--- config.mk ---
export PLATFORM = sky130hd
export DESIGN_NAME = rom_burst_ctrl_flat
export DESIGN_NICKNAME = d
export VERILOG_FILES = /design/src/rtl/rom_burst_ctrl_pkg.sv /design/src/rtl/rom_burst_ctrl_if.sv /design/src/rtl/rom_burst_ctrl_skid_reg.sv /design/src/rtl/rom_burst_ctrl.sv /design/src/flat_wrapper.sv
export SDC_FILE = /design/constraint.sdc
export NUM_CORES = 1
export LEC_CHECK = 0
export BUFFER_PORTS_ARGS = -buffer_cell sky130_fd_sc_hd__buf_2
export CAP_MARGIN = 25
export CORE_ASPECT_RATIO = 1.5
export CORE_MARGIN = 2
export CORE_UTILIZATION = 46
export DETAILED_ROUTE_END_ITERATION = 8
export MAX_ROUTING_LAYER = met4
export PLACE_DENSITY = 0.84
export SYNTH_ARGS = -nofsm -noshare
export SYNTH_HDL_FRONTEND = slang
export SYNTH_SLANG_ARGS = --single-unit
--- constraint.sdc ---
create_clock -name clk_in -period 1.8 [get_ports clk_in]
set_input_delay 0.54 -clock clk_in [delete_from_list [all_inputs] [get_ports clk_in]]
set_output_delay 0.54 -clock clk_in [all_outputs]
set_load 0.02 [all_outputs]
--- src/rtl/rom_burst_ctrl_pkg.sv ---
// ---------------------------------------------------------------------------
// rom_burst_ctrl_pkg
// Shared widths, limits, FSM state encoding and the burst-length clamp used by
// the ROM burst sequencer, its bus interface and its skid register.
// No ports (package).
// ---------------------------------------------------------------------------
package rom_burst_ctrl_pkg;

    localparam int ADDR_W    = 7;     // ROM address width
    localparam int DATA_W    = 32;    // ROM / FIFO word width
    localparam int LEN_W     = 8;     // burst length width (holds 0..128)
    localparam int ROM_DEPTH = 128;   // 2**ADDR_W words
    localparam int MAX_BURST = 128;   // longest burst; larger requests clamp

    typedef enum logic [1:0] {
        ST_IDLE  = 2'd0,
        ST_RUN   = 2'd1,
        ST_DRAIN = 2'd2,
        ST_DONE  = 2'd3
    } state_t;

    // Requested lengths beyond one full pass of the ROM clamp to MAX_BURST.
    function automatic logic [LEN_W-1:0] sat_len(input logic [LEN_W-1:0] len);
        return (len > LEN_W'(MAX_BURST)) ? LEN_W'(MAX_BURST) : len;
    endfunction

endpackage

--- src/rtl/rom_burst_ctrl_if.sv ---
// ---------------------------------------------------------------------------
// rom_burst_ctrl_if
// Groups the command, ROM and FIFO signals of the burst sequencer.
//   command : start, base_addr, burst_len, abort  -> sequencer
//   status  : busy, done                           <- sequencer
//   ROM     : rom_en, rom_addr (out), rom_data (in, one cycle after rom_en)
//   FIFO    : fifo_wr_en, fifo_din (out), fifo_full (in)
// Modports: master = the sequencer, slave = the surrounding system.
// ---------------------------------------------------------------------------
interface rom_burst_ctrl_if;
    import rom_burst_ctrl_pkg::*;

    logic              start;
    logic [ADDR_W-1:0] base_addr;
    logic [LEN_W-1:0]  burst_len;
    logic              abort;
    logic              busy;
    logic              done;
    logic              rom_en;
    logic [ADDR_W-1:0] rom_addr;
    logic [DATA_W-1:0] rom_data;
    logic              fifo_wr_en;
    logic [DATA_W-1:0] fifo_din;
    logic              fifo_full;

    modport master (
        input  start, base_addr, burst_len, abort, rom_data, fifo_full,
        output busy, done, rom_en, rom_addr, fifo_wr_en, fifo_din
    );

    modport slave (
        output start, base_addr, burst_len, abort, rom_data, fifo_full,
        input  busy, done, rom_en, rom_addr, fifo_wr_en, fifo_din
    );

endinterface

--- src/rtl/rom_burst_ctrl_skid_reg.sv ---
// ---------------------------------------------------------------------------
// rom_skid_reg
// One-entry holding register that parks a ROM word arriving while the FIFO is
// full. Flush (and reset) win over load, load wins over unload.
// Ports:
//   clk_in  clock           rst_n   synchronous active-low reset
//   load    capture din     unload  release the held word
//   flush   discard content din/dout held word   valid  entry occupied
// ---------------------------------------------------------------------------
module rom_skid_reg
    import rom_burst_ctrl_pkg::*;
(
    input  logic              clk_in,
    input  logic              rst_n,
    input  logic              load,
    input  logic              unload,
    input  logic              flush,
    input  logic [DATA_W-1:0] din,
    output logic [DATA_W-1:0] dout,
    output logic              valid
);

    logic [DATA_W-1:0] data_reg;
    logic              valid_reg;

    always_ff @(posedge clk_in) begin
        if (!rst_n) begin
            data_reg  <= '0;
            valid_reg <= 1'b0;
        end else if (flush) begin
            valid_reg <= 1'b0;
        end else if (load) begin
            data_reg  <= din;
            valid_reg <= 1'b1;
        end else if (unload) begin
            valid_reg <= 1'b0;
        end
    end

    assign dout  = data_reg;
    assign valid = valid_reg;

endmodule

--- src/rtl/rom_burst_ctrl.sv ---
// ---------------------------------------------------------------------------
// rom_burst_ctrl
// Streams a burst of ROM words into the receive FIFO at up to one word per
// cycle, covering the ROM's one-cycle read latency and parking a word in a
// skid register when the FIFO fills so nothing is lost.
// Ports:
//   clk_in  clock (rising edge)
//   rst_n   synchronous active-low reset
//   bus     rom_burst_ctrl_if.master (command, status, ROM and FIFO signals)
// ---------------------------------------------------------------------------
module rom_burst_ctrl
    import rom_burst_ctrl_pkg::*;
(
    input  logic             clk_in,
    input  logic             rst_n,
    rom_burst_ctrl_if.master bus
);

    state_t            state_reg;
    logic [ADDR_W-1:0] addr_reg;
    logic [LEN_W-1:0]  remaining_reg;
    logic              rd_valid_reg;   // rom_data carries a word this cycle

    logic              issue;
    logic              abort_hit;
    logic              skid_valid;
    logic [DATA_W-1:0] skid_data;
    logic [LEN_W-1:0]  start_len;

    // Only one read may be outstanding: issue stops while the skid holds a
    // word, so rd_valid and skid_valid are never high together.
    assign issue     = (state_reg == ST_RUN) && (remaining_reg != '0) &&
                       !bus.fifo_full && !skid_valid;
    assign abort_hit = bus.abort && (state_reg != ST_IDLE);
    assign start_len = sat_len(bus.burst_len);

    rom_skid_reg u_skid (
        .clk_in (clk_in),
        .rst_n  (rst_n),
        .load   (rd_valid_reg && bus.fifo_full),
        .unload (skid_valid && !bus.fifo_full),
        .flush  (abort_hit),
        .din    (bus.rom_data),
        .dout   (skid_data),
        .valid  (skid_valid)
    );

    always_ff @(posedge clk_in) begin
        if (!rst_n) begin
            state_reg     <= ST_IDLE;
            addr_reg      <= '0;
            remaining_reg <= '0;
            rd_valid_reg  <= 1'b0;
        end else if (abort_hit) begin
            // Any word still in flight is dropped along with the burst.
            state_reg     <= ST_IDLE;
            remaining_reg <= '0;
            rd_valid_reg  <= 1'b0;
        end else begin
            rd_valid_reg <= issue;
            case (state_reg)
                ST_IDLE: begin
                    if (bus.start) begin
                        addr_reg      <= bus.base_addr;
                        remaining_reg <= start_len;
                        state_reg     <= (start_len == '0) ? ST_DONE : ST_RUN;
                    end
                end
                ST_RUN: begin
                    if (issue) begin
                        addr_reg      <= addr_reg + ADDR_W'(1);  // wraps 127 -> 0
                        remaining_reg <= remaining_reg - LEN_W'(1);
                        if (remaining_reg == LEN_W'(1))
                            state_reg <= ST_DRAIN;
                    end
                end
                ST_DRAIN: begin
                    if (!rd_valid_reg && !skid_valid)
                        state_reg <= ST_DONE;
                end
                ST_DONE: begin
                    state_reg <= ST_IDLE;
                end
                default: begin
                    state_reg <= ST_IDLE;
                end
            endcase
        end
    end

    assign bus.rom_en     = issue;
    assign bus.rom_addr   = addr_reg;
    assign bus.fifo_wr_en = (skid_valid || rd_valid_reg) && !bus.fifo_full;
    // The skid word is always older than anything on rom_data.
    assign bus.fifo_din   = skid_valid   ? skid_data    :
                            rd_valid_reg ? bus.rom_data : '0;
    assign bus.busy       = (state_reg != ST_IDLE);
    assign bus.done       = (state_reg == ST_DONE);

endmodule

--- src/flat_wrapper.sv ---
// flat-port wrapper written by rule: the top's interface ports become plain ports
module rom_burst_ctrl_flat import rom_burst_ctrl_pkg::*;
  (clk_in, rst_n, bus_start, bus_base_addr, bus_burst_len, bus_abort, bus_rom_data, bus_fifo_full, bus_busy, bus_done, bus_rom_en, bus_rom_addr, bus_fifo_wr_en, bus_fifo_din);
  rom_burst_ctrl_if bus_i ();
  input  logic clk_in;
  input  logic rst_n;
  input wire logic [$bits(bus_i.start)-1:0] bus_start;
  input wire logic [$bits(bus_i.base_addr)-1:0] bus_base_addr;
  input wire logic [$bits(bus_i.burst_len)-1:0] bus_burst_len;
  input wire logic [$bits(bus_i.abort)-1:0] bus_abort;
  input wire logic [$bits(bus_i.rom_data)-1:0] bus_rom_data;
  input wire logic [$bits(bus_i.fifo_full)-1:0] bus_fifo_full;
  output wire logic [$bits(bus_i.busy)-1:0] bus_busy;
  output wire logic [$bits(bus_i.done)-1:0] bus_done;
  output wire logic [$bits(bus_i.rom_en)-1:0] bus_rom_en;
  output wire logic [$bits(bus_i.rom_addr)-1:0] bus_rom_addr;
  output wire logic [$bits(bus_i.fifo_wr_en)-1:0] bus_fifo_wr_en;
  output wire logic [$bits(bus_i.fifo_din)-1:0] bus_fifo_din;
  assign bus_i.start = bus_start;
  assign bus_i.base_addr = bus_base_addr;
  assign bus_i.burst_len = bus_burst_len;
  assign bus_i.abort = bus_abort;
  assign bus_i.rom_data = bus_rom_data;
  assign bus_i.fifo_full = bus_fifo_full;
  assign bus_busy = bus_i.busy;
  assign bus_done = bus_i.done;
  assign bus_rom_en = bus_i.rom_en;
  assign bus_rom_addr = bus_i.rom_addr;
  assign bus_fifo_wr_en = bus_i.fifo_wr_en;
  assign bus_fifo_din = bus_i.fifo_din;
  rom_burst_ctrl u_core (.clk_in(clk_in), .rst_n(rst_n), .bus(bus_i));
endmodule
==> results.yml, run 1 <==
pwr:
  power.net_switching_uw: 2841
  p_sw_share_pct: 43.22
  comb_power_share_pct: 61.7
  power_frac_clock_pct: 14.7
  power.leakage_uw: 0.002101
  ir_drop_mv: 1.435
  power_density_mw_per_mm2: 1326
  p_int_uw: 3732
  sequentialPowerShare_pct: 23.7
  p_total_uw: 6572
critical_path:
  worstPathMaxFanout: 2
  startpoint_type: "flip-flop"
  required_ns: 1.26
  cp.arrival_ns: 1.57
  path_class: "flip-flop to output port"
  end_kind: "output port"
sta:
  slew_headroom_pct: 65.74
  finClkSkew_ns: 0.01221
  hold_viol: 0
  period_needed_ns: 2.106
  fmax_mhz: 474.8
  period_share_pct: 117.0
  worst_pin_slew_ns: 0.5105
  setup_viol: 50
  whs_ns: 0.4648
  rsz0062_at_grt: "yes"
  slew_viol_final: 0
  fin_ws_ns: -0.3060
synth:
  syn_nets: 469
  avgSynthCellArea_um2: 6.862
  syn_inst: 409
  synth-edff-count: 0
  synth_flop_cell: "dfxtp_1"
  syn_area_mm2: 0.002806
  synth_async_sr_flop_share_pct: 0
  ys_seq_area_share_pct: 36.38
  yosys_register_bits: 51
  synth_cell_type_count: 46
  ys.warnings.count: 0
route:
  wl_met2_mm: 6.675
  viasPerCell: 6.321
  drc_errors: 0
  dr.first_iter.drc_count: 426
  m1WireLength_mm: 4.425
  dr.max_layer_used: "met4"
  wl_mm: 12.85
  num_vias: 3881
  wl_per_cell_um: 20.92
  dr_wl_met3_mm: 1.010
  firstDrtPassIters: 5
  ant_nets: 0
grt:
  antenna_found_initial: 0
  grt-ovfl-total: 0
  grt_max_degree: 33
  grt_first_pass_wirelength_mm: 14.12
  grt_pass1_vias: 3158
  globalRouteTotalUtil_pct: 27.68
place:
  gp_congestion: 0.9239
  dp_hpwl_mm: 5.621
  io_buffers: 94
  placed_area_mm2: 0.003587
  placedCellCount: 580
min_path:
  min_path_type: "flip-flop to flip-flop"
floorplan:
  dieArea_mm2: 0.006755
  num_rows: 34
  io_pins: 95
  fp.dieH_um: 99.67
  start_util_pct: 48.15
  die_x_um: 67.78
  core-area_mm2: 0.005828
cts:
  insertion_delay_ns: 0.32
  clock_path_buffers: 2
  clkTransAtPathRegs_ns: 0.09
  clock-sinks: 51
  htree_num_levels: 2
  cts_buffers: 5
  cts_root_buffer: "clkbuf_8"
  ctsHoldBuffers: 0
  cts_tree: "built"
run:
  drv_cap: 0
final_layout:
  largest_reg_flops: 32
  syn2layout_area_growth_pct: 76.59
  post-route-cell-area_mm2: 0.004956
  layout_commonest_cell: "nand2_1"
  drive_above_1_share_pct: 50.74
  diodes: 0
  finalNonFillerCells: 614
  final_nets: 601
  layout_common_cells: "98 x nand2_1, 59 x buf_2, 46 x dfxtp_1, 45 x a21oi_1, 42 x buf_4"
status:
  status: "finished with violations"
  violations: "setup timing"
-- kinds of logic (layout without fill, tap and decap cells) --
logic type | count (synthesis) | after routing | share of synthesized area [%]
AO/OA/AOI/OAI | 124 | 125 | 25.32
adder cells (fa/ha/maj) | 8 | 8 | 3.567
buffers and inverters | 38 | 170 | 5.126
flip-flops | 51 | 51 | 36.38
multiplexers | 2 | 2 | 0.7134
AND/OR/NAND/NOR | 186 | 186 | 28.89
-- cell type report --
class | instances | area [um2]
clock inverters | 2 | 60.06
flip-flops and latches | 51 | 1035
repair buffers | 151 | 1396
fillers | 298 | 872.1
well taps | 72 | 90.09
multi-input cells | 321 | 2255
clock buffers | 6 | 72.57
inverters | 11 | 47.55
-- cell usage after synthesis, types with 2 or more instances --
master / number / area share [%]
o21ai_0: 44 / 7.8
nand2_1: 139 / 19
o311ai_0: 3 / 0.94
dfxtp_1: 51 / 36
nand2b_1: 2 / 0.45
o21a_1: 2 / 0.53
inv_1: 9 / 1.2
o22ai_1: 2 / 0.45
a21oi_1: 51 / 9.1
o31ai_1: 3 / 0.80
a31o_2: 2 / 0.62
mux2i_1: 2 / 0.71
a21o_1: 2 / 0.53
nand3_1: 4 / 0.71
ha_1: 8 / 3.6
nor4_1: 5 / 1.1
and3_1: 5 / 1.1
clkbuf_1: 26 / 3.5
nor3b_1: 2 / 0.53
nand4_1: 2 / 0.45
nor3_1: 6 / 1.1
nor2b_1: 5 / 1.1
a31oi_1: 3 / 0.67
a211oi_1: 3 / 0.80
nor2_1: 7 / 0.94
-- worst max-delay path: stages, from the launching register on --
cell     delay (ns)
dfxtp_2        0.34
inv_2          0.08
ha_4           0.12
or3b_4         0.39
a31oi_4        0.18
buf_6          0.14
-- routing by layer --
metal  global-route usage, %  up-vias
li1                        -     1678
met1                   30.34     1838
met2                   47.51      284
met3                   4.525       81
met4                   12.92        0
met5                       -        -
-- final timing paths --
check	start	endpoint	slack (ns)	cells past startpoint
min	u_core.u_skid.dout[26]$_SDFFE_PN0P_	u_core.u_skid.dout[26]$_SDFFE_PN0P_	0.46	2
max	u_core.state_reg[1]$_SDFFE_PP0P_	bus_rom_en	-0.31	5
max reg2reg	u_core.state_reg[1]$_SDFFE_PP0P_	u_core.bus.rom_addr[0]$_SDFFE_PN0P_	-0.29	8
min reg2reg	u_core.u_skid.dout[26]$_SDFFE_PN0P_	u_core.u_skid.dout[26]$_SDFFE_PN0P_	0.46	2
-- what timing repair did --
action	in CTS	in global routing
pin swaps	12	72
resized for setup	66	168
endpoints found under the setup margin	46	52
setup buffers	6	9
gates cloned	5	8
-- power by group through the flow --
stage	combinational [uW]	sequential, uW	clock, uW
2_1_floorplan	1610	1580	0
3_3_place_gp	2650	1510	0
3_5_place_dp	2730	1520	0
4_1_cts	3180	1500	953
5_1_grt	4260	1560	996
6_report	4050	1560	963
-- through the flow --
stage               setup TNS, ns  setup WS [ns]  utilization (%)
floorplan                -0.07237       -0.06040                -
global route               -7.320        -0.3488            85.04
detailed placement         -2.374        -0.2474            61.55
finish                     -5.260        -0.3060            85.04
CTS                        -1.191        -0.2934            69.54
global placement           -1.551        -0.2026            61.55
(Power assumes the default switching activity.)
==> run 2: changes to the inputs <==
Settings changed: ABC_AREA from default to 1, PLACE_DENSITY 0.84 to 0.83, RECOVER_POWER from default to 50, TNS_END_PERCENT from default to 20.
==> results.yml, run 2 <==
cts:
  clock_path_buffers: 2
  clkTransAtPathRegs_ns: 0.09
  htree_num_levels: 2
  cts_buffers: 5
  clock-sinks: 51
  cts_tree: "built"
  cts_root_buffer: "clkbuf_8"
  insertion_delay_ns: 0.30
pwr:
  power.leakage_uw: 0.001969
  power_density_mw_per_mm2: 1187
  ir_drop_mv: 0.6095
synth:
  syn_nets: 535
  synth-edff-count: 0
  synth_area_leaders: "dfxtp_1 35%, nand2_1 17%, nor2_1 15%"
  yosys.area.top_type: "dfxtp_1"
  avgSynthCellArea_um2: 6.132
  synthTopCellsByCount: "133 x nand2_1, 113 x nor2_1, 51 x dfxtp_1"
  yosysMostFrequentCell: "nand2_1"
  syn_area_mm2: 0.002913
  ys_seq_area_share_pct: 35.05
  ys.warnings.count: 0
  synth_flop_cell: "dfxtp_1"
  synth_cell_type_count: 27
  syn_inst: 475
  synth_async_sr_flop_share_pct: 0
  synth_top_cell_area_share_pct: 35.05
  yosys_register_bits: 51
route:
  dr.first_iter.drc_count: 155
  wl_per_cell_um: 13.23
  ant_nets: 0
  firstDrtPassIters: 5
  num_vias: 3430
  drc_errors: 0
  wl_mm: 8.612
  viasPerCell: 5.269
critical_path:
  worstPathMaxFanout: 4
  cp.arrival_ns: 1.30
  end_kind: "output port"
  required_ns: 1.26
  path_class: "flip-flop to output port"
  startpoint_type: "flip-flop"
  r2r_cells: 10
  timing.rr.end: "u_core.rd_valid_reg$_SDFF_PP0_"
  r2r_slack_ns: 0.13
  r2r_start: "u_core.state_reg[1]$_SDFFE_PP0P_"
grt:
  grt_pass1_vias: 2981
  antenna_found_initial: 0
  grt-ovfl-total: 0
  grt_first_pass_wirelength_mm: 12.41
  globalRouteTotalUtil_pct: 23.11
  grt_max_degree: 40
final_layout:
  largest_reg_flops: 32
  syn2layout_area_growth_pct: 34.75
  fillers: 592
  drive_above_1_share_pct: 26.17
  post-route-cell-area_mm2: 0.003925
  fin_util_pct: 64.02
  final_nets: 636
  diodes: 0
  layout_common_cells: "130 x nand2_1, 113 x nor2_1, 69 x buf_2, 44 x o21ai_0, 44 x dfxtp_1"
  layout_commonest_cell: "nand2_1"
place:
  gp_congestion: 0.9122
  post-place-ws_ns: 0.04853
  dp_hpwl_mm: 5.599
  io_buffers: 94
  placed_area_mm2: 0.003501
floorplan:
  die_x_um: 68.97
  num_rows: 35
  start_util_pct: 47.51
  dieArea_mm2: 0.006998
  core-area_mm2: 0.006131
  io_pins: 95
  fp.dieH_um: 101.5
status:
  violations: "setup timing"
  status: "finished with violations"
min_path:
  hp-start: "u_core.u_skid.dout[1]$_SDFFE_PN0P_"
  hold_end: "u_core.u_skid.dout[1]$_SDFFE_PN0P_"
  min_path_cells: 2
  min_path_type: "flip-flop to flip-flop"
sta:
  hold_viol: 0
  finClkSkew_ns: 0.005978
  fmax_mhz: 542.5
  period_share_pct: 102.4
  worst_pin_slew_ns: 0.3870
  rsz0062_at_grt: "yes"
  fin_ws_ns: -0.04336
  setup_viol: 2
  slew_headroom_pct: 74.20
  slew_viol_final: 0
  period_needed_ns: 1.843
run:
  drv_cap: 0
run 2: changes by cell type after synthesis, moves of 6 or more:
cell,previous run,this run
nand3_1,4,47
nand2_1,139,133
a21oi_1,51,7
inv_1,9,28
nor2_1,7,113
clkbuf_1,26,18
nor3_1,6,0
run 2: final cells by class:
type	count	area, um2	share of cell area, %
clock buffers	6	72.57	1.849
clock inverters	2	12.51	0.3188
inverters	30	125.1	3.188
multi-input cells	370	1733	44.15
flip-flops and latches	51	1035	26.36
well taps	74	92.59	2.359
repair buffers	118	854.6	21.77
run 2: critical path: stages (launching register included):
cell and delay [ns]:
dfxtp_1 0.36, nor2_1 0.18, nand2_2 0.12, o21ai_4 0.18
inv_2 0.05, buf_6 0.12
run 2: cell families (layout without fill, tap and decap cells):
| logic type | after synthesis | after routing | synth area share [%] |
|---|---|---|---|
| AND/OR/NAND/NOR | 304 | 304 | 43.21 |
| buffers and inverters | 54 | 156 | 7.388 |
| adder cells (fa/ha/maj) | 8 | 8 | 3.437 |
| AO/OA/AOI/OAI | 56 | 56 | 10.31 |
| flip-flops | 51 | 51 | 35.05 |
| XOR/XNOR | 2 | 2 | 0.6015 |
run 2: through the flow:
step	cells	total power [uW]	TNS, ns	hold WS, ns
2_1_floorplan	475	3162	0	0.4245
3_3_place_gp	631	3672	0	0.4430
3_5_place_dp	631	3757	0	0.4463
4_1_cts	644	4522	-0.09612	0.4685
5_1_grt	651	5016	-1.159	0.5064
6_report	651	4659	-0.04656	0.4950
run 2: power by group:
part / leakage (uW) / internal, uW / switching (uW)
sequential: 0.000418 / 1340 / 200
combinational: 0.00151 / 920 / 1550
clock: 0.0000412 / 273 / 375
run 2: timing repair:
item,4_1_cts,5_1_grt
setup buffers,4,3
hold buffers,0,0
cloned,1,4
endpoints found under the setup margin,34,56
resized for setup,20,43
pin swaps,2,5
run 2: worst max-delay path by stage:
stage	from	endpoint	slack (ns)	cells past startpoint
after detailed placement	bus_fifo_full	bus_rom_en	0.05	5
after global routing	u_core.remaining_reg[5]$_SDFFE_PP0P_	bus_rom_en	-0.09	5
after CTS	u_core.state_reg[1]$_SDFFE_PP0P_	bus_rom_en	-0.1	7
after global placement	bus_fifo_full	bus_rom_en	0.08	5
final	u_core.remaining_reg[5]$_SDFFE_PP0P_	bus_rom_en	-0.04	5
after floorplan	u_core.state_reg[1]$_SDFFE_PP0P_	bus_rom_en	0.15	6
run 2: per-layer routing:
layer / up-vias / global-route usage (%) / routed length (um)
li1: 1707 / - / -
met1: 1573 / 25.22 / 3437
met2: 134 / 41.35 / 4592
met3: 16 / 3.333 / 459
met4: 0 / 8.145 / 121
met5: - / - / 0
